## config.mk

```make
export PLATFORM = sky130hd
export DESIGN_NAME = tri_area_cmp
export DESIGN_NICKNAME = d
export VERILOG_FILES = /design/src/rtl/tri_area_cmp.sv
export SDC_FILE = /design/constraint.sdc
export NUM_CORES = 1
export LEC_CHECK = 0
export ABC_AREA = 1
export CORE_MARGIN = 2
export CORE_UTILIZATION = 55
export CTS_CLUSTER_DIAMETER = 150
export CTS_CLUSTER_SIZE = 16
export DETAILED_ROUTE_END_ITERATION = 10
export DONT_BUFFER_PORTS = 1
export PLACE_DENSITY = 0.81
export SLEW_MARGIN = 15
export SYNTH_ARGS = -nofsm -noshare
export SYNTH_HDL_FRONTEND = slang
export SYNTH_SLANG_ARGS = --single-unit
```

## constraint.sdc

```tcl
create_clock -name clk -period 14 [get_ports clk]
set_clock_uncertainty 0.05 [all_clocks]
set_input_delay 1.4 -clock clk [delete_from_list [all_inputs] [get_ports clk]]
set_output_delay 1.4 -clock clk [all_outputs]
set_load 0.05 [all_outputs]
```

## src/rtl/tri_area_cmp.sv

```systemverilog
// Largest of three right-triangle areas plus the longer leg of the winner.
// Optional `TRI_IDX_EN adds a registered win_idx output.
module tri_fa (
    input  logic a,
    input  logic b,
    input  logic ci,
    output logic s,
    output logic co
);
    assign s  = a ^ b ^ ci;
    assign co = (a & b) | (ci & (a ^ b));
endmodule

module tri_ge #(
    parameter int W = 17
) (
    input  logic [W-1:0] x,
    input  logic [W-1:0] y,
    output logic         ge
);
    logic [W:0] c;

    // Ripple from LSB: equal prefix keeps the lower verdict.
    assign c[0] = 1'b1;

    genvar i;
    generate
        for (i = 0; i < W; i++) begin : g_bit
            assign c[i+1] = (x[i] & ~y[i])
                          | (~(x[i] ^ y[i]) & c[i]);
        end
    endgenerate

    assign ge = c[W];
endmodule

module tri_half_mul (
    input  logic [8:0]  x,
    input  logic [8:0]  y,
    output logic [16:0] half
);
    // Row-ripple array multiplier returning bits [17:1] of x*y.
    logic [8:0] pp [9];
    logic [8:0] top0;
    logic [9:0] s  [1:8];
    logic [8:0] cy [1:8];
    logic [6:0] lo;

    genvar i, j;
    generate
        for (i = 0; i < 9; i++) begin : g_pp
            assign pp[i] = x & {9{y[i]}};
        end

        assign top0 = {1'b0, x[8:1] & {8{y[0]}}};

        for (i = 1; i < 9; i++) begin : g_row
            logic [8:0] up;

            if (i == 1) begin : g_first
                assign up = top0;
            end else begin : g_next
                assign up = s[i-1][9:1];
            end

            for (j = 0; j < 9; j++) begin : g_col
                logic cin;

                if (j == 0) begin : g_c0
                    assign cin = 1'b0;
                end else begin : g_cn
                    assign cin = cy[i][j-1];
                end

                tri_fa u_fa (
                    .a  (up[j]),
                    .b  (pp[i][j]),
                    .ci (cin),
                    .s  (s[i][j]),
                    .co (cy[i][j])
                );
            end

            assign s[i][9] = cy[i][8];
        end

        for (i = 1; i < 8; i++) begin : g_lo
            assign lo[i-1] = s[i][0];
        end
    endgenerate

    assign half = {s[8], lo};
endmodule

module tri_area_cmp (
    input  logic        clk,
    input  logic        rst,
    input  logic [8:0]  a,
    input  logic [8:0]  b,
    input  logic [8:0]  c,
    input  logic [8:0]  d,
    input  logic [8:0]  e,
    input  logic [8:0]  f,
`ifdef TRI_IDX_EN
    output logic [1:0]  win_idx,
`endif
    output logic [16:0] out,
    output logic [8:0]  max
);
    logic [16:0] area0, area1, area2;
    logic        ge01, ge02, ge12;
    logic        lg0, lg1, lg2;
    logic        w0, w1, w2;
    logic [8:0]  leg0, leg1, leg2;
    logic [16:0] area_n;
    logic [8:0]  max_n;
    logic [1:0]  idx_n;

    tri_half_mul u_m0 (.x(a), .y(b), .half(area0));
    tri_half_mul u_m1 (.x(c), .y(d), .half(area1));
    tri_half_mul u_m2 (.x(e), .y(f), .half(area2));

    tri_ge #(.W(17)) u_g01 (.x(area0), .y(area1), .ge(ge01));
    tri_ge #(.W(17)) u_g02 (.x(area0), .y(area2), .ge(ge02));
    tri_ge #(.W(17)) u_g12 (.x(area1), .y(area2), .ge(ge12));

    tri_ge #(.W(9)) u_l0 (.x(a), .y(b), .ge(lg0));
    tri_ge #(.W(9)) u_l1 (.x(c), .y(d), .ge(lg1));
    tri_ge #(.W(9)) u_l2 (.x(e), .y(f), .ge(lg2));

    assign leg0 = lg0 ? a : b;
    assign leg1 = lg1 ? c : d;
    assign leg2 = lg2 ? e : f;

    // Using >= gives ties to the lower index.
    assign w0 = ge01 & ge02;
    assign w1 = ~w0 & ge12;
    assign w2 = ~w0 & ~ge12;

    always_comb begin
        area_n = '0;
        max_n  = '0;
        idx_n  = 2'd0;
        unique case (1'b1)
            w0: begin
                area_n = area0;
                max_n  = leg0;
                idx_n  = 2'd0;
            end
            w1: begin
                area_n = area1;
                max_n  = leg1;
                idx_n  = 2'd1;
            end
            w2: begin
                area_n = area2;
                max_n  = leg2;
                idx_n  = 2'd2;
            end
            default: begin
                area_n = '0;
                max_n  = '0;
                idx_n  = 2'd0;
            end
        endcase
    end

    always_ff @(posedge clk) begin
        if (rst) begin
            out <= '0;
            max <= '0;
        end else begin
            out <= area_n;
            max <= max_n;
        end
    end

`ifdef TRI_IDX_EN
    always_ff @(posedge clk) begin
        if (rst) begin
            win_idx <= 2'd0;
        end else begin
            win_idx <= idx_n;
        end
    end
`else
    logic idx_unused;
    assign idx_unused = ^idx_n;
`endif
endmodule

```

After elaboration in Yosys (flattened, before gate mapping)
Cells that the tools add are included.
Widths: inputs -> output; s select.
{"block": "word_totals", "ff_bits": 26, "output_inout_bits": 26, "in_bits": 56, "wordCells": 1483}
{"block": "classes", "muxes": 5, "n_bitwise": 1476}
{"cell": "$and 1x1->1", "n": 558}
{"cell": "$xor 1x1->1", "n": 483}
{"cell": "$or 1x1->1", "n": 267}
{"cell": "$and 9x9->9", "n": 24}
{"cell": "$not 1->1", "n": 141}
{"cell": "$pmux 17 s3", "n": 1}
{"cell": "$mux 9", "n": 3}
{"cell": "$pmux 9 s3", "n": 1}
{"cell": "$and 8x8->8", "n": 3}

Logic depth before layout (Yosys ltp)
Gate-level depths: netlist of run 1.
{"block": "depth", "ltp_word": 55, "depth_mapped": 54, "depth_no_buf": 52}

Cells and area by module
From an unflattened synthesis of run 1, not the netlist that was laid out.
{"block": "unflattened", "hier_cells": 1411, "area_unflattened_um2": 10721.5}
{"mod": "tri_fa", "cells_each": 1, "area_per_inst_um2": 20.0, "seq_area_each_um2": 0.0, "n_inst": 216}
{"mod": "tri_half_mul", "cells_each": 180, "area_per_inst_um2": 900.9, "seq_area_each_um2": 0.0, "n_inst": 3}
{"mod": "tri_area_cmp", "cells_each": 283, "area_per_inst_um2": 1667.8, "seq_area_each_um2": 520.5, "n_inst": 1}
{"mod": "tri_ge at u_g01 ...", "cells_each": 82, "area_per_inst_um2": 447.9, "seq_area_each_um2": 0.0, "n_inst": 3}
{"mod": "tri_ge at u_l0 ...", "cells_each": 42, "area_per_inst_um2": 227.7, "seq_area_each_um2": 0.0, "n_inst": 3}

Worst setup path after synthesis of run 1
Ideal clock, no wire load.
{"block": "synth_path", "kind": "in2reg", "from": "in b[1]", "to": "reg out[0]", "setup_ns": 0.109, "arrival_ns": 12.421, "path_slack_ns": 1.420, "path_buffers": 2, "t_required_ns": 13.841, "cell_stages": 44, "path_cell_list": "clkbuf_1 nand2_1 inv_1 ha_1 inv_1 fa_1 inv_1 fa_1 inv_1 fa_1 inv_1 fa_1 fa_1 fa_1 fa_1 fa_1 fa_1 fa_1 (+8 left out) fa_1 fa_1 fa_1 fa_1 fa_1 fa_1 ha_1 a21boi_0 nand2_1 nand2_1 nand2_2 nand2_4 nand2_8 buf_12 nand3_1 nand3_1 nand2_1 inv_1"}
{"block": "synth_between", "elab_chain_cells": 55, "elab_cells_between_ends": 507, "classes_between": "mux (1); bitwise (506)"}
{"item": "from (decl)", "line": "99", "rtl": "input logic [8:0] b,"}
{"item": "$and 9x9->9 *", "line": "52", "rtl": "assign pp[i] = x & {9{y[i]}};"}
{"item": "$and 1x1->1 / $xor 1x1->1 (equally long branches)", "line": "11, 10"}
{"item": "$and 1x1->1", "line": "11", "rtl": "assign co = (a & b) | (ci & (a ^ b));"}
{"item": "$or 1x1->1", "line": "11"}
{"item": "$and 1x1->1 / $xor 1x1->1 (equally long branches)", "line": "11, 10"}
{"item": "$or 1x1->1 / $xor 1x1->1 (equally long branches)", "line": "11, 10"}
{"item": "$and 1x1->1 / $xor 1x1->1 (equally long branches)", "line": "11, 10"}
{"item": "$or 1x1->1 / $xor 1x1->1 (equally long branches)", "line": "11, 10"}
{"item": "(+39 left out)"}
{"item": "$and 1x1->1", "line": "30", "rtl": "| (~(x[i] ^ y[i]) & c[i]);"}
{"item": "$or 1x1->1", "line": "30"}
{"item": "$and 1x1->1", "line": "30"}
{"item": "$or 1x1->1", "line": "30"}
{"item": "$and 1x1->1", "line": "136", "rtl": "assign w0 = ge01 & ge02;"}
{"item": "$not 1->1", "line": "137, 138"}
{"item": "$and 1x1->1 (on tied branches)", "line": "138, 137"}
{"item": "$pmux 17 s3 *", "line": "144", "rtl": "unique case (1'b1)"}
{"item": "to (signal assigned)", "line": "173", "rtl": "out <= area_n;"}
{"item": "to (decl)", "line": "107", "rtl": "output logic [16:0] out,"}
Mark *: on every way between the ends. The rest lies on a longest branch, timed or not.
A chain may end at the register's enable or synchronous reset.

Worst setup path in the final report of run 1
{"block": "layout_path", "from": "in a[1]", "to": "reg out[4]"}
{"block": "layout_between", "elab_chain_cells": 55, "elab_cells_between_ends": 503, "classes_between": "mux (1); bitwise (502)"}
{"item": "from (decl)", "line": "98", "rtl": "input logic [8:0] a,"}
{"item": "$and 8x8->8 / $and 9x9->9 (equally long branches)", "line": "55, 52"}
{"item": "$and 1x1->1 / $xor 1x1->1 (equally long branches)", "line": "11, 10"}
{"item": "$and 1x1->1", "line": "11"}
{"item": "$or 1x1->1", "line": "11"}
{"item": "$and 1x1->1 / $xor 1x1->1 (equally long branches)", "line": "11, 10"}
{"item": "$or 1x1->1 / $xor 1x1->1 (equally long branches)", "line": "11, 10"}
{"item": "$and 1x1->1 / $xor 1x1->1 (equally long branches)", "line": "11, 10"}
{"item": "$or 1x1->1 / $xor 1x1->1 (equally long branches)", "line": "11, 10"}
{"item": "(+39 left out)"}
{"item": "$and 1x1->1", "line": "30"}
{"item": "$or 1x1->1", "line": "30"}
{"item": "$and 1x1->1", "line": "30"}
{"item": "$or 1x1->1", "line": "30"}
{"item": "$and 1x1->1", "line": "136"}
{"item": "$not 1->1", "line": "137, 138"}
{"item": "$and 1x1->1 (on tied branches)", "line": "138, 137"}
{"item": "$pmux 17 s3 *", "line": "144"}
Marked as above.

==> impl_metrics.py, run 1 <==
metrics = {
    "die": {
        "initial_utilization": 0.5612,
        "floorplan.rows": 49,
        "design.die.area_um2": 19490,
        "io-pin-count": 82,
        "design.core.area_um2": 18020,
        "floorplan.die.width_um": 139.6,
        "die_h_um": 139.6,
    },
    "worst_setup_path": {
        "worstSetupStartpointType": "primary input",
        "critPathCaptureType": "flip-flop",
        "critical-path-top-cell-by-count": "fa_1",
        "critical_path.n_buffers_inverters": 4,
        "critical_path.top_delay_family": "adder cells",
        "slowest_stage": "fa_1",
        "cp_data_required_time_ps": 14100,
        "worst_setup_path_type": "primary input to flip-flop",
        "arrival_ps": 13060,
        "maximum_fanout_encountered_on_the_critical_timing_path": 52,
        "critical_path.max_stage_delay_ps": 530,
    },
    "timing": {
        "final_min_period_over_clock_period": 0.9257,
        "setup_repair_after_global_routing_missed_its_margin": "no",
        "timing.final.max_slew_violations": 0,
        "hold_violations": 0,
        "fmax_ghz": 0.07716,
        "timing.setup.tns_ps": 0,
        "slew-limit-headroom": 0.5114,
        "setup-violations-final": 0,
        "timing.final.crit_period_ps": 12960,
        "tightest_slew_ps": 728.4,
    },
    "cts": {
        "tritoncts_buffers": 3,
        "cts_resized": 0,
        "cts-root-to-sink-buffers": 2,
        "cts_tree": "done",
        "numClockSinks": 26,
        "htree_num_levels": 1,
        "clock_tree.root_cell": "clkbuf_16",
        "cts.reportedPaths.clkPinSlew_ps": 60,
        "post_cts_hold_buffer_count": 0,
        "post_cts.repair.setup_buffers": 0,
    },
    "drt": {
        "dr.first_iter.drc_count": 429,
        "routed_wire_length_per_instance_um": 14.05,
        "post_drt_via_cell_ratio": 5.038,
        "routed_wirelength_mm": 21.27,
        "final_antenna_net_count": 0,
        "remaining_drc_errors": 0,
        "drt_pre_antenna_iters": 6,
        "dr_vias": 7627,
    },
    "yosys": {
        "synthesis.yosys.warnings": 0,
        "synth_async_sr_flop_share": 0,
        "synthTopCellsByArea": "fa_1 (37%), inv_1 (14%), ha_1 (13%), nand2_1 (13%), dfxtp_1 (5.1%)",
        "post_synth_num_cell_types": 32,
        "synth_area_per_cell_um2": 7.477,
        "yosysSeqAreaShare": 0.05145,
        "netlist_area_pre_place_um2": 10120,
        "ys_dominant_reg_cell": "dfxtp_1",
        "synth_nets": 1703,
        "synth_edf_count": 0,
        "post-synth-top-area-cell": "fa_1",
        "ys_seq_elements": 26,
        "yosys.area.top_type_share": 0.3740,
        "syn-instance-count": 1353,
    },
    "global_route": {
        "global_route.usage.met1": 0.3030,
        "grt_pass1_wl_mm": 37.33,
        "gr-usage-met3": 0.01893,
        "first_global_vias": 8067,
        "grt_most_used_layer": "met2",
        "global_route.usage.met2": 0.4262,
        "grt_overflow_total": 0,
        "grt_max_degree": 53,
        "global_route.usage.total": 0.2341,
        "antenna_found_initial": 0,
    },
    "place": {
        "place.detailed.hpwl_mm": 18.19,
        "gpl.final_weighted_congestion": 0.8900,
        "port_buffers": 0,
        "placedCellCount": 1510,
    },
    "min_path": {
        "hold_class": "primary input to flip-flop",
    },
    "cells_and_area": {
        "utilization": 0.5598,
        "insertedDiodeCount": 0,
        "area.growth.synth_to_final_pct": -0.2476,
        "design.final.nets": 1636,
        "final_cells": 1514,
        "layout-drive-gt1-share": 0.07160,
    },
    "outcome": {
        "status": "finished, final reports clean",
    },
    "run": {
        "max_cap_violations": 0,
    },
}
## per-layer routing
layer / vias to the layer above / routed length, µm / part of all wire
met2: 236 / 10730 / 0.50
met4: 0 / 581 / 0.027
met1: 3658 / 8606 / 0.40
met3: 41 / 1353 / 0.064
met5: - / 0 / 0
li1: 3692 / - / -
## final timing paths
kind / startpoint / to / slack, ps / depth (start not counted)
setup / recovery: a[1] / out[4] / 1040 / 38
hold / removal: e[5] / max[5] / 1460 / 6
## synth_stat cells (2+ instances only)
cell      number
buf_12         3
buf_6          2
nand2_1      342
buf_8          2
dfxtp_1       26
inv_1        382
buf_4          9
clkbuf_1      48
ha_1         105
o22ai_1       15
o21bai_1       4
o21a_1         7
o21ai_1       13
fa_1         189
inv_2         53
a22oi_1        2
nand2_4        2
buf_2          8
nand2_2        3
o21ba_2        2
nand3_2       23
a21oi_1        9
nand3_1       81
o21ai_0       14
nand2_8        2
## sequential cells by signal (all words and copies together) (netlist names)
signal	count
out	17
max	9
## cell type report
cell class,count,area [µm²]
Tap cell,229,286.5
Clock buffer,4,88.84
Multi-Input combinational cell,818,7542
Inverter,437,1653
Sequential cell,26,520.5
Fill cell,1642,7934
## logic make-up (layout without fill, tap and decap cells)
group                      after synthesis  after routing  synth area share
AOI/OAI and AO/OA                       70             70           0.04317
adders and majority gates              294            294            0.5039
buffers and inverters                  509            441            0.2030
DFF                                     26             26           0.05145
and+or+nand+nor                        454            454            0.1985
## cell usage in the layout, fill, tap and decap left out, drive strengths merged
| cell | n |
|---|---|
| o21ai | 27 |
| nand3b | 1 |
| clkbuf | 4 |
| dfxtp | 26 |
| a21oi | 9 |
| o21a | 7 |
| a21boi | 2 |
| fa | 189 |
| nand3 | 104 |
| a22oi | 2 |
| inv | 436 |
| ha | 105 |
| o21ba | 2 |
| nand2 | 349 |
| o21bai | 6 |
| o22ai | 15 |
| clkinv | 1 |
## through the flow
| step | instance area, µm² | hold WS [ps] | setup slack (ps) |
|---|---|---|---|
| final | 10090 | 1464 | 1040 |
| after global routing | 10090 | 1500 | 555.0 |
| after CTS | 10090 | 1456 | 990.1 |
| after detailed placement | 10000 | 1723 | 795.3 |
| after global placement | 10000 | 1714 | 1011 |
| after floorplan | 10120 | 1562 | 1420 |
Power of run 1 is left out: the tool's default activity adds up to more than one toggle a clock period on the data nets, which glitch-free logic cannot reach.
==> run 2, diff against run 1 <==
--- a/config.mk
+++ b/config.mk
@@ -13,7 +13,7 @@
 export DETAILED_ROUTE_END_ITERATION = 10
 export DONT_BUFFER_PORTS = 1
 export PLACE_DENSITY = 0.81
-export SLEW_MARGIN = 15
+export SLEW_MARGIN = 0
 export SYNTH_ARGS = -nofsm -noshare
 export SYNTH_HDL_FRONTEND = slang
 export SYNTH_SLANG_ARGS = --single-unit
==> results of run 2 <==
Final layout, timing and power as in run 1 (identical DEF).
Power of run 2 is left out for the same reason.
==> run 3, diff against run 2 <==
--- a/config.mk
+++ b/config.mk
@@ -16,4 +16,5 @@
 export SLEW_MARGIN = 0
 export SYNTH_ARGS = -nofsm -noshare
 export SYNTH_HDL_FRONTEND = slang
+export SYNTH_HIERARCHICAL = 1
 export SYNTH_SLANG_ARGS = --single-unit
==> impl_metrics.py, run 3 <==
metrics = {
    "yosys": {
        "ys_dominant_reg_cell": "dfxtp_1",
        "post_synth_num_cell_types": 15,
        "synth_top_cells_by_count": "nand2_1 (441), inv_1 (354), fa_1 (216)",
        "synth_edf_count": 0,
        "netlist_area_pre_place_um2": 10720,
        "ys_seq_elements": 26,
        "yosysSeqAreaShare": 0.04855,
        "synthesis.yosys.warnings": 6,
        "yosys.cell_count.top_type": "nand2_1",
        "synth_area_per_cell_um2": 7.599,
        "syn-instance-count": 1411,
        "synth_async_sr_flop_share": 0,
        "yosys.area.top_type_share": 0.4033,
        "post-synth-top-area-cell": "fa_1",
        "synthTopCellsByArea": "fa_1 (40%), nand2_1 (15%), inv_1 (12%), ha_1 (8.4%), nand2_2 (7.9%)",
    },
    "timing": {
        "tightest_slew_ps": 782.4,
        "timing.final.max_slew_violations": 0,
        "slew-limit-headroom": 0.4752,
        "timing.setup.tns_ps": 0,
        "final_min_period_over_clock_period": 0.9444,
        "setup-violations-final": 0,
        "fmax_ghz": 0.07564,
        "layout_setup_ws_ps": 778.7,
        "hold_violations": 0,
        "setup_repair_after_global_routing_missed_its_margin": "no",
        "timing.final.crit_period_ps": 13220,
    },
    "cts": {
        "cts_resized": 0,
        "post_cts_hold_buffer_count": 0,
        "cts.reportedPaths.clkPinSlew_ps": 80,
        "numClockSinks": 26,
        "cts-root-to-sink-buffers": 2,
        "tritoncts_buffers": 3,
        "cts_tree": "done",
        "clock_tree.root_cell": "clkbuf_16",
        "post_cts.repair.setup_buffers": 0,
        "htree_num_levels": 1,
    },
    "worst_setup_path": {
        "worst_setup_path_type": "primary input to flip-flop",
        "critical_path.n_buffers_inverters": 4,
        "worstSetupStartpointType": "primary input",
        "cp_data_required_time_ps": 14160,
        "crit_start": "c[1]",
        "critPathCaptureType": "flip-flop",
        "setup.worst_path.end": "out[0]",
        "critical_path.top_delay_family": "adder cells",
        "arrival_ps": 13380,
        "critical-path-top-cell-by-count": "fa_1",
        "critical_path.max_stage_delay_ps": 580,
        "slowest_stage": "fa_1",
        "maximum_fanout_encountered_on_the_critical_timing_path": 11,
        "instance_count_on_the_critical_path": 37,
    },
    "global_route": {
        "grt_overflow_total": 0,
        "grt_pass1_wl_mm": 36.51,
        "antenna_found_initial": 0,
        "grt_max_degree": 27,
        "first_global_vias": 8138,
        "global_route.usage.total": 0.2225,
    },
    "cells_and_area": {
        "final_cell_mix": "nand2_1 (441), inv_1 (354), fa_1 (216), nand2_2 (135), ha_1 (72)",
        "area.growth.synth_to_final_pct": -1.552,
        "layout-drive-gt1-share": 0.1514,
        "final_cells": 1639,
        "stdcell_area_um2": 10560,
        "insertedDiodeCount": 0,
        "regMostFlops": "out",
        "largestRegisters": "out x17, max x9",
        "design.final.nets": 1719,
        "most_common_cell_after_layout_fill_and_taps_aside": "nand2_1",
        "largest_register_ffs": 17,
    },
    "place": {
        "placedCellCount": 1635,
        "gpl.final_weighted_congestion": 0.8668,
        "place.detailed.hpwl_mm": 18.75,
        "pre_cts_ws_ps": 483.0,
        "port_buffers": 0,
        "dpl_cell_area_um2": 10450,
    },
    "drt": {
        "routed_wire_length_per_instance_um": 13.21,
        "routed_wirelength_mm": 21.66,
        "final_antenna_net_count": 0,
        "dr.first_iter.drc_count": 393,
        "dr_vias": 7657,
        "post_drt_via_cell_ratio": 4.672,
        "drt_pre_antenna_iters": 5,
        "remaining_drc_errors": 0,
    },
    "min_path": {
        "worst_hold_startpoint": "f[6]",
        "hold_class": "primary input to flip-flop",
    },
    "die": {
        "initial_utilization": 0.5564,
        "design.core.area_um2": 19270,
        "io-pin-count": 82,
        "floorplan.rows": 51,
        "design.die.area_um2": 20630,
        "die_h_um": 143.6,
        "floorplan.die.width_um": 143.6,
    },
    "run": {
        "max_cap_violations": 0,
    },
    "outcome": {
        "status": "finished, final reports clean",
    },
}
==> run 3: cell count changes after synthesis, moves of 23 or more <==
cell      before  now
nand2_2        3  135
nand2_1      342  441
nand3_1       81   26
clkbuf_1      48    0
buf_6          2   48
ha_1         105   72
inv_1        382  354
fa_1         189  216
nand3_2       23    0
==> run 3: cell type report <==
type                       instances  area, µm²
clock buffer                       3      75.07
clock inverter                     1      30.03
fill                            1770       8716
inverter                         422       1587
multi-input combinational        919       7989
sequential                        26      520.5
tap                              265      331.6
timing repair buffer               3      22.52
==> run 3: metrics by stage <==
step / hold slack, ps / util
final: 1400 / 0.5477
after global routing: 1432 / 0.5477
after CTS: 1397 / 0.5477
after detailed placement: 1670 / 0.5423
after global placement: 1657 / 0.5423
after floorplan: 1577 / -
==> run 3: worst min path at each step <==
stage             end  slack [ps]  cells after the start
3_3_place_gp   max[4]        1660                      6
6_report       max[6]        1400                      6
2_1_floorplan  max[8]        1580                      3
4_1_cts        max[4]        1400                      6
3_5_place_dp   max[1]        1670                      6
5_1_grt        max[2]        1430                      6
==> run 3: cell families after synthesis <==
group | count (synthesis) | share of synthesized area
AO/OA/AOI/OAI | 2 | 0.003034
adder cells (fa/ha/maj) | 288 | 0.4873
buffers and inverters | 490 | 0.2147
flip-flops | 26 | 0.04855
other | 3 | 0.001050
AND/OR/NAND/NOR | 602 | 0.2453
==> run 3: metal layers <==
layer	routed length, µm	vias up	global-route usage
li1	-	3744	-
met1	8455	3686	0.2611
met2	11270	192	0.4193
met3	1410	35	0.03732
met4	523	0	0.05831
met5	0	-	0
Power of run 3 is left out for the same reason.
